`config.mk`:
```
export PLATFORM = sky130hd
export DESIGN_NAME = uart_rx_cfg
export DESIGN_NICKNAME = d
export VERILOG_FILES = /design/src/rtl/uart_pkg.sv /design/src/rtl/uart_baud_tick.sv /design/src/rtl/uart_rx_cfg.sv
export SDC_FILE = /design/constraint.sdc
export NUM_CORES = 1
export LEC_CHECK = 0
export CAP_MARGIN = 20
export CELL_PAD_IN_SITES_DETAIL_PLACEMENT = 0
export CELL_PAD_IN_SITES_GLOBAL_PLACEMENT = 1
export CORE_ASPECT_RATIO = 1.4
export CORE_UTILIZATION = 43
export DETAILED_ROUTE_END_ITERATION = 10
export HOLD_SLACK_MARGIN = 0.12
export MAX_ROUTING_LAYER = met4
export PLACE_DENSITY = 0.78
export REMOVE_ABC_BUFFERS = 1
export SLEW_MARGIN = 20
export SYNTH_ARGS = -nofsm -noshare
export SYNTH_HDL_FRONTEND = slang
export SYNTH_HIERARCHICAL = 1
export SYNTH_SLANG_ARGS = --single-unit
```
`constraint.sdc`:
```
create_clock -name clk -period 2.55 [get_ports clk]
set_input_delay 0.3825 -clock clk [delete_from_list [all_inputs] [get_ports clk]]
set_output_delay 0.3825 -clock clk [all_outputs]
set_load 0.03 [all_outputs]
```
`src/rtl/uart_pkg.sv`:
```
`default_nettype none
// ============================================================================
// Module      : uart_pkg
// Description : Shared types and constants for the configurable UART receiver.
// Revision    : 1.0 - initial release
// ============================================================================
package uart_pkg;

    typedef enum logic [2:0] {
        IDLE   = 3'd0,
        START  = 3'd1,
        DATA   = 3'd2,
        PARITY = 3'd3,
        STOP   = 3'd4
    } rx_state_e;

    localparam int PARITY_NONE = 0;
    localparam int PARITY_EVEN = 1;
    localparam int PARITY_ODD  = 2;

    // Parity mismatch: even mode expects data^bit == 0, odd mode expects 1.
    function automatic logic par_mismatch(input logic data_xor,
                                          input logic sample,
                                          input int   mode);
        return (data_xor ^ sample) != (mode == PARITY_ODD);
    endfunction

endpackage
`default_nettype wire

```
`src/rtl/uart_baud_tick.sv`:
```
`default_nettype none
// ============================================================================
// Module      : uart_baud_tick
// Description : Bit-time counter producing mid-bit and end-of-bit ticks.
// Revision    : 1.0 - initial release
// ============================================================================
module uart_baud_tick #(
    parameter int CLKS_PER_BIT = 44
) (
    input  logic clk,
    input  logic rst,
    input  logic clr,
    input  logic en,
    output logic half_tick,
    output logic full_tick
);

    localparam int CW = $clog2(CLKS_PER_BIT);
    localparam logic [CW-1:0] C_HALF = CW'(CLKS_PER_BIT / 2 - 1);
    localparam logic [CW-1:0] C_LAST = CW'(CLKS_PER_BIT - 1);

    generate
        if (CLKS_PER_BIT < 4) begin : g_bad_cpb
            $error("uart_baud_tick: CLKS_PER_BIT must be >= 4");
        end
    endgenerate

    logic [CW-1:0] cnt_q, cnt_d;

    assign half_tick = (cnt_q == C_HALF);
    assign full_tick = (cnt_q == C_LAST);

    always_comb begin
        cnt_d = cnt_q;
        if (clr) begin
            cnt_d = '0;
        end else if (en) begin
            cnt_d = full_tick ? '0 : cnt_q + 1'b1;
        end
    end

    always_ff @(posedge clk) begin
        if (rst) begin
            cnt_q <= '0;
        end else begin
            cnt_q <= cnt_d;
        end
    end

endmodule
`default_nettype wire

```
`src/rtl/uart_rx_cfg.sv`:
```
`default_nettype none
// ============================================================================
// Module      : uart_rx_cfg
// Description : Parametrised UART receiver with glitch rejection and
//               parity / framing / overrun reporting.
// Revision    : 1.0 - initial release
// ============================================================================
module uart_rx_cfg
    import uart_pkg::*;
#(
    parameter int CLKS_PER_BIT = 44,
    parameter int DATA_BITS    = 8,
    parameter int PARITY_MODE  = 0,
    parameter int STOP_BITS    = 1
) (
    input  logic                 clk,
    input  logic                 rst,
    input  logic                 RX,
    input  logic                 clr_rdy,
    output logic                 rdy,
    output logic [DATA_BITS-1:0] rx_data,
    output logic                 par_err,
    output logic                 frm_err,
    output logic                 ovr_err
);

    localparam int BW = $clog2(DATA_BITS + 1);
    localparam logic [BW-1:0] C_LAST_DATA = BW'(DATA_BITS - 1);
    localparam logic [BW-1:0] C_LAST_STOP = BW'(STOP_BITS - 1);

    generate
        if (DATA_BITS < 5 || DATA_BITS > 9 || PARITY_MODE < 0 || PARITY_MODE > 2 ||
            (STOP_BITS != 1 && STOP_BITS != 2)) begin : g_bad_param
            $error("uart_rx_cfg: illegal DATA_BITS / PARITY_MODE / STOP_BITS");
        end
    endgenerate

    logic                 sync1_q, rx_s_q, rx_d_q;
    rx_state_e            state_q, state_d;
    logic [BW-1:0]        bit_cnt_q, bit_cnt_d;
    logic [DATA_BITS-1:0] shift_q, shift_d;
    logic                 par_pend_q, par_pend_d;
    logic                 frm_pend_q, frm_pend_d;
    logic                 rdy_q, rdy_d;
    logic [DATA_BITS-1:0] rx_data_q, rx_data_d;
    logic                 par_err_q, par_err_d;
    logic                 frm_err_q, frm_err_d;
    logic                 ovr_err_q, ovr_err_d;
    logic                 baud_clr, baud_en, half_tick, full_tick;
    logic                 start_edge;

    assign start_edge = rx_d_q & ~rx_s_q;

    uart_baud_tick #(
        .CLKS_PER_BIT (CLKS_PER_BIT)
    ) u_baud (
        .clk       (clk),
        .rst       (rst),
        .clr       (baud_clr),
        .en        (baud_en),
        .half_tick (half_tick),
        .full_tick (full_tick)
    );

    always_comb begin
        state_d    = state_q;
        bit_cnt_d  = bit_cnt_q;
        shift_d    = shift_q;
        par_pend_d = par_pend_q;
        frm_pend_d = frm_pend_q;
        rdy_d      = rdy_q;
        rx_data_d  = rx_data_q;
        par_err_d  = par_err_q;
        frm_err_d  = frm_err_q;
        ovr_err_d  = ovr_err_q;
        baud_clr   = 1'b0;
        baud_en    = 1'b0;

        // Acknowledge first so a same-cycle commit below takes priority.
        if (clr_rdy) begin
            rdy_d     = 1'b0;
            ovr_err_d = 1'b0;
        end

        case (state_q)
            IDLE: begin
                baud_clr = 1'b1;
                if (start_edge) begin
                    state_d    = START;
                    bit_cnt_d  = '0;
                    par_pend_d = 1'b0;
                    frm_pend_d = 1'b0;
                end
            end
            START: begin
                baud_en = 1'b1;
                if (half_tick) begin
                    baud_clr = 1'b1;
                    state_d  = rx_s_q ? IDLE : DATA;
                end
            end
            DATA: begin
                baud_en = 1'b1;
                if (full_tick) begin
                    shift_d = {rx_s_q, shift_q[DATA_BITS-1:1]};
                    if (bit_cnt_q == C_LAST_DATA) begin
                        bit_cnt_d = '0;
                        state_d   = (PARITY_MODE != PARITY_NONE) ? PARITY : STOP;
                    end else begin
                        bit_cnt_d = bit_cnt_q + 1'b1;
                    end
                end
            end
            PARITY: begin
                baud_en = 1'b1;
                if (full_tick) begin
                    par_pend_d = par_mismatch(^shift_q, rx_s_q, PARITY_MODE);
                    state_d    = STOP;
                end
            end
            STOP: begin
                baud_en = 1'b1;
                if (full_tick) begin
                    if (!rx_s_q) begin
                        frm_pend_d = 1'b1;
                    end
                    if (bit_cnt_q == C_LAST_STOP) begin
                        // Commit at mid-stop so back-to-back start edges are caught.
                        state_d   = IDLE;
                        bit_cnt_d = '0;
                        rx_data_d = shift_q;
                        rdy_d     = 1'b1;
                        par_err_d = par_pend_q;
                        frm_err_d = frm_pend_q | ~rx_s_q;
                        ovr_err_d = rdy_q & ~clr_rdy;
                    end else begin
                        bit_cnt_d = bit_cnt_q + 1'b1;
                    end
                end
            end
            default: begin
                state_d = IDLE;
            end
        endcase
    end

    always_ff @(posedge clk) begin
        if (rst) begin
            sync1_q    <= 1'b1;
            rx_s_q     <= 1'b1;
            rx_d_q     <= 1'b1;
            state_q    <= IDLE;
            bit_cnt_q  <= '0;
            shift_q    <= '0;
            par_pend_q <= 1'b0;
            frm_pend_q <= 1'b0;
            rdy_q      <= 1'b0;
            rx_data_q  <= '0;
            par_err_q  <= 1'b0;
            frm_err_q  <= 1'b0;
            ovr_err_q  <= 1'b0;
        end else begin
            sync1_q    <= RX;
            rx_s_q     <= sync1_q;
            rx_d_q     <= rx_s_q;
            state_q    <= state_d;
            bit_cnt_q  <= bit_cnt_d;
            shift_q    <= shift_d;
            par_pend_q <= par_pend_d;
            frm_pend_q <= frm_pend_d;
            rdy_q      <= rdy_d;
            rx_data_q  <= rx_data_d;
            par_err_q  <= par_err_d;
            frm_err_q  <= frm_err_d;
            ovr_err_q  <= ovr_err_d;
        end
    end

    assign rdy     = rdy_q;
    assign rx_data = rx_data_q;
    assign par_err = par_err_q;
    assign frm_err = frm_err_q;
    assign ovr_err = ovr_err_q;

endmodule
`default_nettype wire
```
==> results of run 1 <==
## power by group through the flow
stage                     clock network (W)  registers, W  logic (W)
final                              0.000521      0.000603  0.0000420
after global routing               0.000558      0.000604  0.0000460
after CTS                          0.000537      0.000603  0.0000426
after detailed placement                  0      0.000617  0.0000423
after global placement                    0      0.000616  0.0000408
after floorplan                           0      0.000615  0.0000226
## per-layer routing
layer	vias to the layer above	part of all wire, %
li1	765	-
met1	713	43
met2	28	50
met3	13	2.3
met4	0	3.9
met5	-	0
## metrics by stage
step | worst slack, ns | cell area, um2 | util (%) | power (W)
2_1_floorplan | 0.515 | 1780 | - | 0.000638
3_3_place_gp | 0.575 | 2010 | 50.1 | 0.000657
3_5_place_dp | 0.481 | 2010 | 50.1 | 0.000659
4_1_cts | 0.467 | 2130 | 52.9 | 0.00118
5_1_grt | 0.291 | 2130 | 52.9 | 0.00121
6_report | 0.459 | 2130 | 52.9 | 0.00117
## worst max-delay path: cells and delay by family, from the launching register on
kind                     cells  cell delay (ns)
AO/OA/AOI/OAI                3             0.59
adder cells (fa/ha/maj)      1             0.26
flip-flops                   1             0.44
buffers and inverters        1             0.19
AND/OR/NAND/NOR              4             0.49
## cell type report
cell class / count / area (um2)
clock buffer: 6 / 82.6
clock inverter: 1 / 30.0
fill: 391 / 1890
inverter: 5 / 18.8
multi-input combinational: 160 / 1000
sequential: 38 / 761
tap: 43 / 53.8
timing repair buffer: 19 / 180
## kinds of logic after synthesis
kind of cell,count (synthesis),synth area share [%]
and+or+nand+nor,98,29.4
AOI/OAI and AO/OA,44,15.5
DFF,38,41.5
buffers and inverters,17,3.83
xor gates and xnor gates,10,4.78
muxes,4,2.19
adders and majority gates,4,2.73
## synthesized netlist by cell type, types with 2 or more instances
| cell type | count |
|---|---|
| sky130_fd_sc_hd__inv_1 | 5 |
| sky130_fd_sc_hd__nor2_1 | 15 |
| sky130_fd_sc_hd__o21ai_0 | 3 |
| sky130_fd_sc_hd__nor3_1 | 2 |
| sky130_fd_sc_hd__a21oi_1 | 27 |
| sky130_fd_sc_hd__nor2b_1 | 3 |
| sky130_fd_sc_hd__and3_4 | 2 |
| sky130_fd_sc_hd__o211ai_1 | 2 |
| sky130_fd_sc_hd__buf_2 | 5 |
| sky130_fd_sc_hd__nand2_1 | 38 |
| sky130_fd_sc_hd__dfxtp_1 | 38 |
| sky130_fd_sc_hd__a211oi_1 | 2 |
| sky130_fd_sc_hd__nor4b_1 | 3 |
| sky130_fd_sc_hd__nand3b_1 | 5 |
| sky130_fd_sc_hd__or2_2 | 4 |
| sky130_fd_sc_hd__clkbuf_1 | 7 |
| sky130_fd_sc_hd__and3_1 | 2 |
| sky130_fd_sc_hd__or3b_2 | 2 |
| sky130_fd_sc_hd__nor3b_2 | 2 |
| sky130_fd_sc_hd__nand2b_1 | 4 |
| sky130_fd_sc_hd__ha_1 | 4 |
| sky130_fd_sc_hd__mux2i_1 | 4 |
| sky130_fd_sc_hd__xnor2_1 | 8 |
| sky130_fd_sc_hd__nand3_1 | 4 |
| sky130_fd_sc_hd__nor3b_1 | 4 |
| sky130_fd_sc_hd__nor4_1 | 2 |
| sky130_fd_sc_hd__xor2_1 | 2 |
## final timing paths
check,startpoint,end,slack [ns],cells after the start
min reg2reg,sync1_q,rx_s_q,0.42,1
max,u_baud/cnt_q[0],bit_cnt_q[3],0.46,9
max reg2reg,u_baud/cnt_q[0],bit_cnt_q[3],0.46,9
min,sync1_q,rx_s_q,0.42,1
## sequential cells by signal, summed over array words and instances, names as in the netlist
name          flops
ovr_err           1
frm_pend_q        1
rx_s_q            1
sync1_q           1
shift_q           8
rdy               1
par_err           1
u_baud/cnt_q      6
par_pend_q        1
state_q           3
rx_data           8
bit_cnt_q         4
frm_err           1
rx_d_q            1
==> results.yml, run 1 <==
clocking:
  clkSlewWorstSetupHoldPaths_ns: 0.07
  ctsLongestPathBuffers: 2
  post-cts-setup-buffer-count: 0
  worstSkewPairLatency_ns: 0.29
  number_of_resized_instances_in_the_post_cts_repair_step: 0
  root_buffer: "sky130_fd_sc_hd__clkbuf_8"
  tritoncts: "yes"
  number_of_buffers_created_by_cts: 5
  clock_tree.htree_level_count: 2
  clock-sinks: 38
  post_cts_hold_buffer_count: 0
logic_synthesis:
  postSynthCellCount: 215
  ys_top_cells_by_area: "sky130_fd_sc_hd__dfxtp_1 (42%), sky130_fd_sc_hd__nand2_1 (7.8%), sky130_fd_sc_hd__a21oi_1 (7.4%), sky130_fd_sc_hd__xnor2_1 (3.8%), sky130_fd_sc_hd__nor2_1 (3.1%)"
  synth_top_cell_by_area: "sky130_fd_sc_hd__dfxtp_1"
  yosysTopAreaCellShare_pct: 41.5
  ys_async_sr_fraction_pct: 0
  syn_avg_cell_area_um2: 8.52
  yosysWarningCount: 6
  synth_seq_area_share_pct: 41.5
  synth_seq_cells: 38
  synth-edff-count: 0
  synthFlopType: "sky130_fd_sc_hd__dfxtp_1"
  yosys.cell_types.count: 43
  mappedNetlistArea_um2: 1830
timing:
  number_of_setup_violations_in_the_final_report: 0
  grt_setup_unrepaired: "no"
  timing.final.hold_violations: 0
  timing_max_transition_violations_final: 0
  finClkSkew_ns: 0.00293
  slew-limit-headroom_pct: 66.3
  post-route-period-util_pct: 82.0
  min_period_ns: 2.09
  fin_setup_tns_ns: 0
  tightestPinTransition_ns: 0.501
  finalHoldWorstSlack_ns: 0.415
  maxClockFrequency_mhz: 478
layout:
  syn_to_final_growth_pct: 16.1
  antennaDiodeCount: 0
  design.final.nets: 237
  stdcell_count: 272
  ratio_of_cells_with_drive_above_1_in_the_final_layout_pct: 11.8
  commonest_cells_after_routing_fill_and_taps_aside: "sky130_fd_sc_hd__nand2_1 (38), sky130_fd_sc_hd__dfxtp_1 (38), sky130_fd_sc_hd__a21oi_1 (27), sky130_fd_sc_hd__nor2_1 (15), sky130_fd_sc_hd__clkdlybuf4s50_1 (15)"
global_routing:
  antenna_found_initial: 0
  use_met3_pct: 3.91
  use_met2_pct: 32.7
  grt_pass1_vias: 1492
  grt_use_total_pct: 19.6
  top_usage_layer: "met2"
  global_route.overflow_total: 0
  grt_first_pass_wirelength_um: 6760
  use_met1_pct: 21.6
  grt_start_max_net_pins: 28
floorplanning:
  pin_count: 16
  die_h_um: 79.2
  fp-row-count: 27
  floorplan.die_area_um2: 4530
  starting_density_pct: 45.6
  floorplan.die.width_um: 57.2
  core_area_um2: 4020
placement:
  port_buffers: 15
  gp_congestion: 0.763
  place.detailed.hpwl_um: 2760
  place.detailed.instances: 265
power:
  power.sequential.fraction_pct: 51.7
  power.share.clock_pct: 44.7
  power_leakage_nw: 0.712
  vdd_ir_drop_max_mv: 0.421
  netSwitchingFraction_pct: 20.3
  total_switching_power_w: 0.000236
  power.internal_w: 0.000929
  pwr-share-comb_pct: 3.6
  power_per_cell_area_nw_per_um2: 548
setup_path:
  cp_common_cell: "sky130_fd_sc_hd__nor2_1"
  worst-endpoint-required_ns: 2.72
  critPathArrivalTime_ns: 2.26
  critPathKind: "flop to flop"
  worst_path_cell_trace: "ha_1 > nand4b_1 > nor2_1 > buf_4 > nand3b_1 > a31oi_4 > o21ai_1 > a22oi_1 > nor2_1"
  crit_path_max_incr_delay_ns: 0.44
  critical_path_peak_fanout: 11
  nature_of_the_critical_path_endpoint: "flop"
  setup.worst_path.start_class: "flop"
  slowest_stage: "sky130_fd_sc_hd__dfxtp_1"
route:
  detail_route.wirelength_um: 3820
  detail_route.first_pass.iterations: 5
  route.detailed.wl_per_inst_um: 14.1
  route.vias.total: 1519
  drt_drc_violations_left: 0
  drt_iter0_markers: 76
  detail_route.vias_per_cell: 5.58
  ant_nets: 0
run_status:
  run_status: "finished, final reports clean"
hold_path:
  min-delay-path-class: "flop to flop"
run:
  max-cap-violations: 0
Note: power is estimated with default switching activity, not from simulation.
==> run 2, diff against run 1 <==
--- a/config.mk
+++ b/config.mk
@@ -9,11 +9,11 @@
 export CELL_PAD_IN_SITES_DETAIL_PLACEMENT = 0
 export CELL_PAD_IN_SITES_GLOBAL_PLACEMENT = 1
 export CORE_ASPECT_RATIO = 1.4
-export CORE_UTILIZATION = 43
+export CORE_UTILIZATION = 39
 export DETAILED_ROUTE_END_ITERATION = 10
 export HOLD_SLACK_MARGIN = 0.12
 export MAX_ROUTING_LAYER = met4
-export PLACE_DENSITY = 0.78
+export PLACE_DENSITY = 0.75
 export REMOVE_ABC_BUFFERS = 1
 export SLEW_MARGIN = 20
 export SYNTH_ARGS = -nofsm -noshare
==> constraint.sdc (replaced) <==
create_clock -name clk -period 1.9 [get_ports clk]
set_input_delay 0.285 -clock clk [delete_from_list [all_inputs] [get_ports clk]]
set_output_delay 0.285 -clock clk [all_outputs]
set_load 0.03 [all_outputs]
==> results.yml, run 2 (synthesis gave the netlist of run 1 again) <==
run_status:
  run_status: "finished, final reports clean"
setup_path:
  critPathArrivalTime_ns: 1.93
  slowest_stage: "sky130_fd_sc_hd__or3b_4"
  worst-endpoint-required_ns: 2.08
  setup.worst_path.start_class: "flop"
  nature_of_the_critical_path_endpoint: "flop"
  crit_path_max_incr_delay_ns: 0.38
  worst_path_dominant_cell_family: "compound AO/OA/AOI/OAI gates"
  critPathKind: "flop to flop"
  critical_path_peak_fanout: 4
  worst_path_cell_trace: "inv_1 > ha_1 > or3b_4 > a22oi_2 > buf_4 > o21ai_1 > a22oi_1 > nor2_1"
  worstPathBufferInverterCount: 2
floorplanning:
  die_h_um: 83.1
  starting_density_pct: 40.4
  pin_count: 16
  core_area_um2: 4540
  fp-row-count: 29
  floorplan.die_area_um2: 4980
  floorplan.die.width_um: 59.9
power:
  power_per_cell_area_nw_per_um2: 619
  vdd_ir_drop_max_mv: 0.389
  power_leakage_nw: 0.781
timing:
  slew-limit-headroom_pct: 72.1
  post-route-period-util_pct: 91.9
  timing.final.hold_violations: 0
  number_of_setup_violations_in_the_final_report: 0
  grt_setup_unrepaired: "no"
  fin_setup_tns_ns: 0
  min_period_ns: 1.75
  finClkSkew_ns: 0.00667
  tightestPinTransition_ns: 0.417
  timing_max_transition_violations_final: 0
  maxClockFrequency_mhz: 573
  setup_ws_ns: 0.154
  finalHoldWorstSlack_ns: 0.411
layout:
  ratio_of_cells_with_drive_above_1_in_the_final_layout_pct: 19.9
  layout.cells.most_common: "sky130_fd_sc_hd__nand2_1"
  antennaDiodeCount: 0
  syn_to_final_growth_pct: 24.7
  design.final.nets: 254
  commonest_cells_after_routing_fill_and_taps_aside: "sky130_fd_sc_hd__nand2_1 (38), sky130_fd_sc_hd__dfxtp_1 (36), sky130_fd_sc_hd__a21oi_1 (27), sky130_fd_sc_hd__buf_4 (20), sky130_fd_sc_hd__clkdlybuf4s50_1 (15)"
placement:
  preCtsSetupSlack_ns: 0.0147
  place.detailed.hpwl_um: 2880
  gp_congestion: 0.851
  port_buffers: 15
hold_path:
  min-delay-path-class: "flop to flop"
global_routing:
  grt_start_max_net_pins: 21
  grt_pass1_vias: 1524
  grt_first_pass_wirelength_um: 6770
  grt_use_total_pct: 18.3
  antenna_found_initial: 0
  global_route.overflow_total: 0
route:
  detail_route.first_pass.iterations: 5
  detail_route.vias_per_cell: 4.99
  drt_iter0_markers: 59
  detail_route.wirelength_um: 3910
  route.detailed.wl_per_inst_um: 12.7
  ant_nets: 0
  route.vias.total: 1537
  drt_drc_violations_left: 0
clocking:
  clock-sinks: 38
  worstSkewPairLatency_ns: 0.29
  number_of_buffers_created_by_cts: 5
  tritoncts: "yes"
  ctsLongestPathBuffers: 2
  post_cts_hold_buffer_count: 0
  root_buffer: "sky130_fd_sc_hd__clkbuf_8"
  clkSlewWorstSetupHoldPaths_ns: 0.08
  clock_tree.htree_level_count: 2
run:
  max-cap-violations: 0
run 2: changes by cell type in the layout (fill, tap and decap cells not counted), sizes merged:
| cell | delta |
|---|---|
| clkinvlp | +2 |
| buf | +17 |
| clkbuf | -1 |
| bufinv | -1 |
run 2: where the power goes:
part	total, W	switching (W)	internal [W]	leakage, nW
Clock	0.000540	0.000289	0.000250	0.0362
Combinational	0.0000672	0.0000340	0.0000332	0.437
Sequential	0.000806	0.00000566	0.000801	0.308
Total	0.00141	0.000329	0.00108	0.781
run 2: final timing paths:
check             slack [ns]            to  depth (start not counted)          from
setup / recovery        0.15  bit_cnt_q[3]                          8  bit_cnt_q[0]
setup reg to reg        0.15  bit_cnt_q[3]                          8  bit_cnt_q[0]
hold reg to reg         0.41        rx_s_q                          1       sync1_q
hold / removal          0.41        rx_s_q                          1       sync1_q
run 2: routing by layer:
metal / track usage (%) / part of all wire, % / up-vias
li1: - / - / 803
met2: 31.3 / 54 / 17
met1: 20.8 / 43 / 712
met5: - / 0 / -
met3: 3.27 / 2.1 / 5
met4: 5.71 / 1.3 / 0
run 2: per-stage QoR:
| stage | total power (W) | cell area, um2 | cells | utilization, % |
|---|---|---|---|---|
| after detailed placement | 0.000892 | 2170 | 300 | 47.9 |
| after global routing | 0.00147 | 2280 | 308 | 50.4 |
| after floorplan | 0.000856 | 1780 | 203 | - |
| final | 0.00141 | 2280 | 308 | 50.4 |
| after global placement | 0.000892 | 2170 | 300 | 47.9 |
| after CTS | 0.00143 | 2260 | 307 | 49.8 |
run 2: area by class of cell:
class,count,area (um2)
Multi-Input combinational cell,160,1020
Fill cell,478,2250
Inverter,5,18.8
Clock buffer,5,68.8
Sequential cell,38,763
Clock inverter,2,15.0
Tap cell,62,77.6
Timing Repair Buffer,36,320
run 2: timing repair:
action,in CTS,in global routing
resized for setup,1,6
buffers inserted,0,1
setup endpoints to repair,2,27
pin swaps,1,4
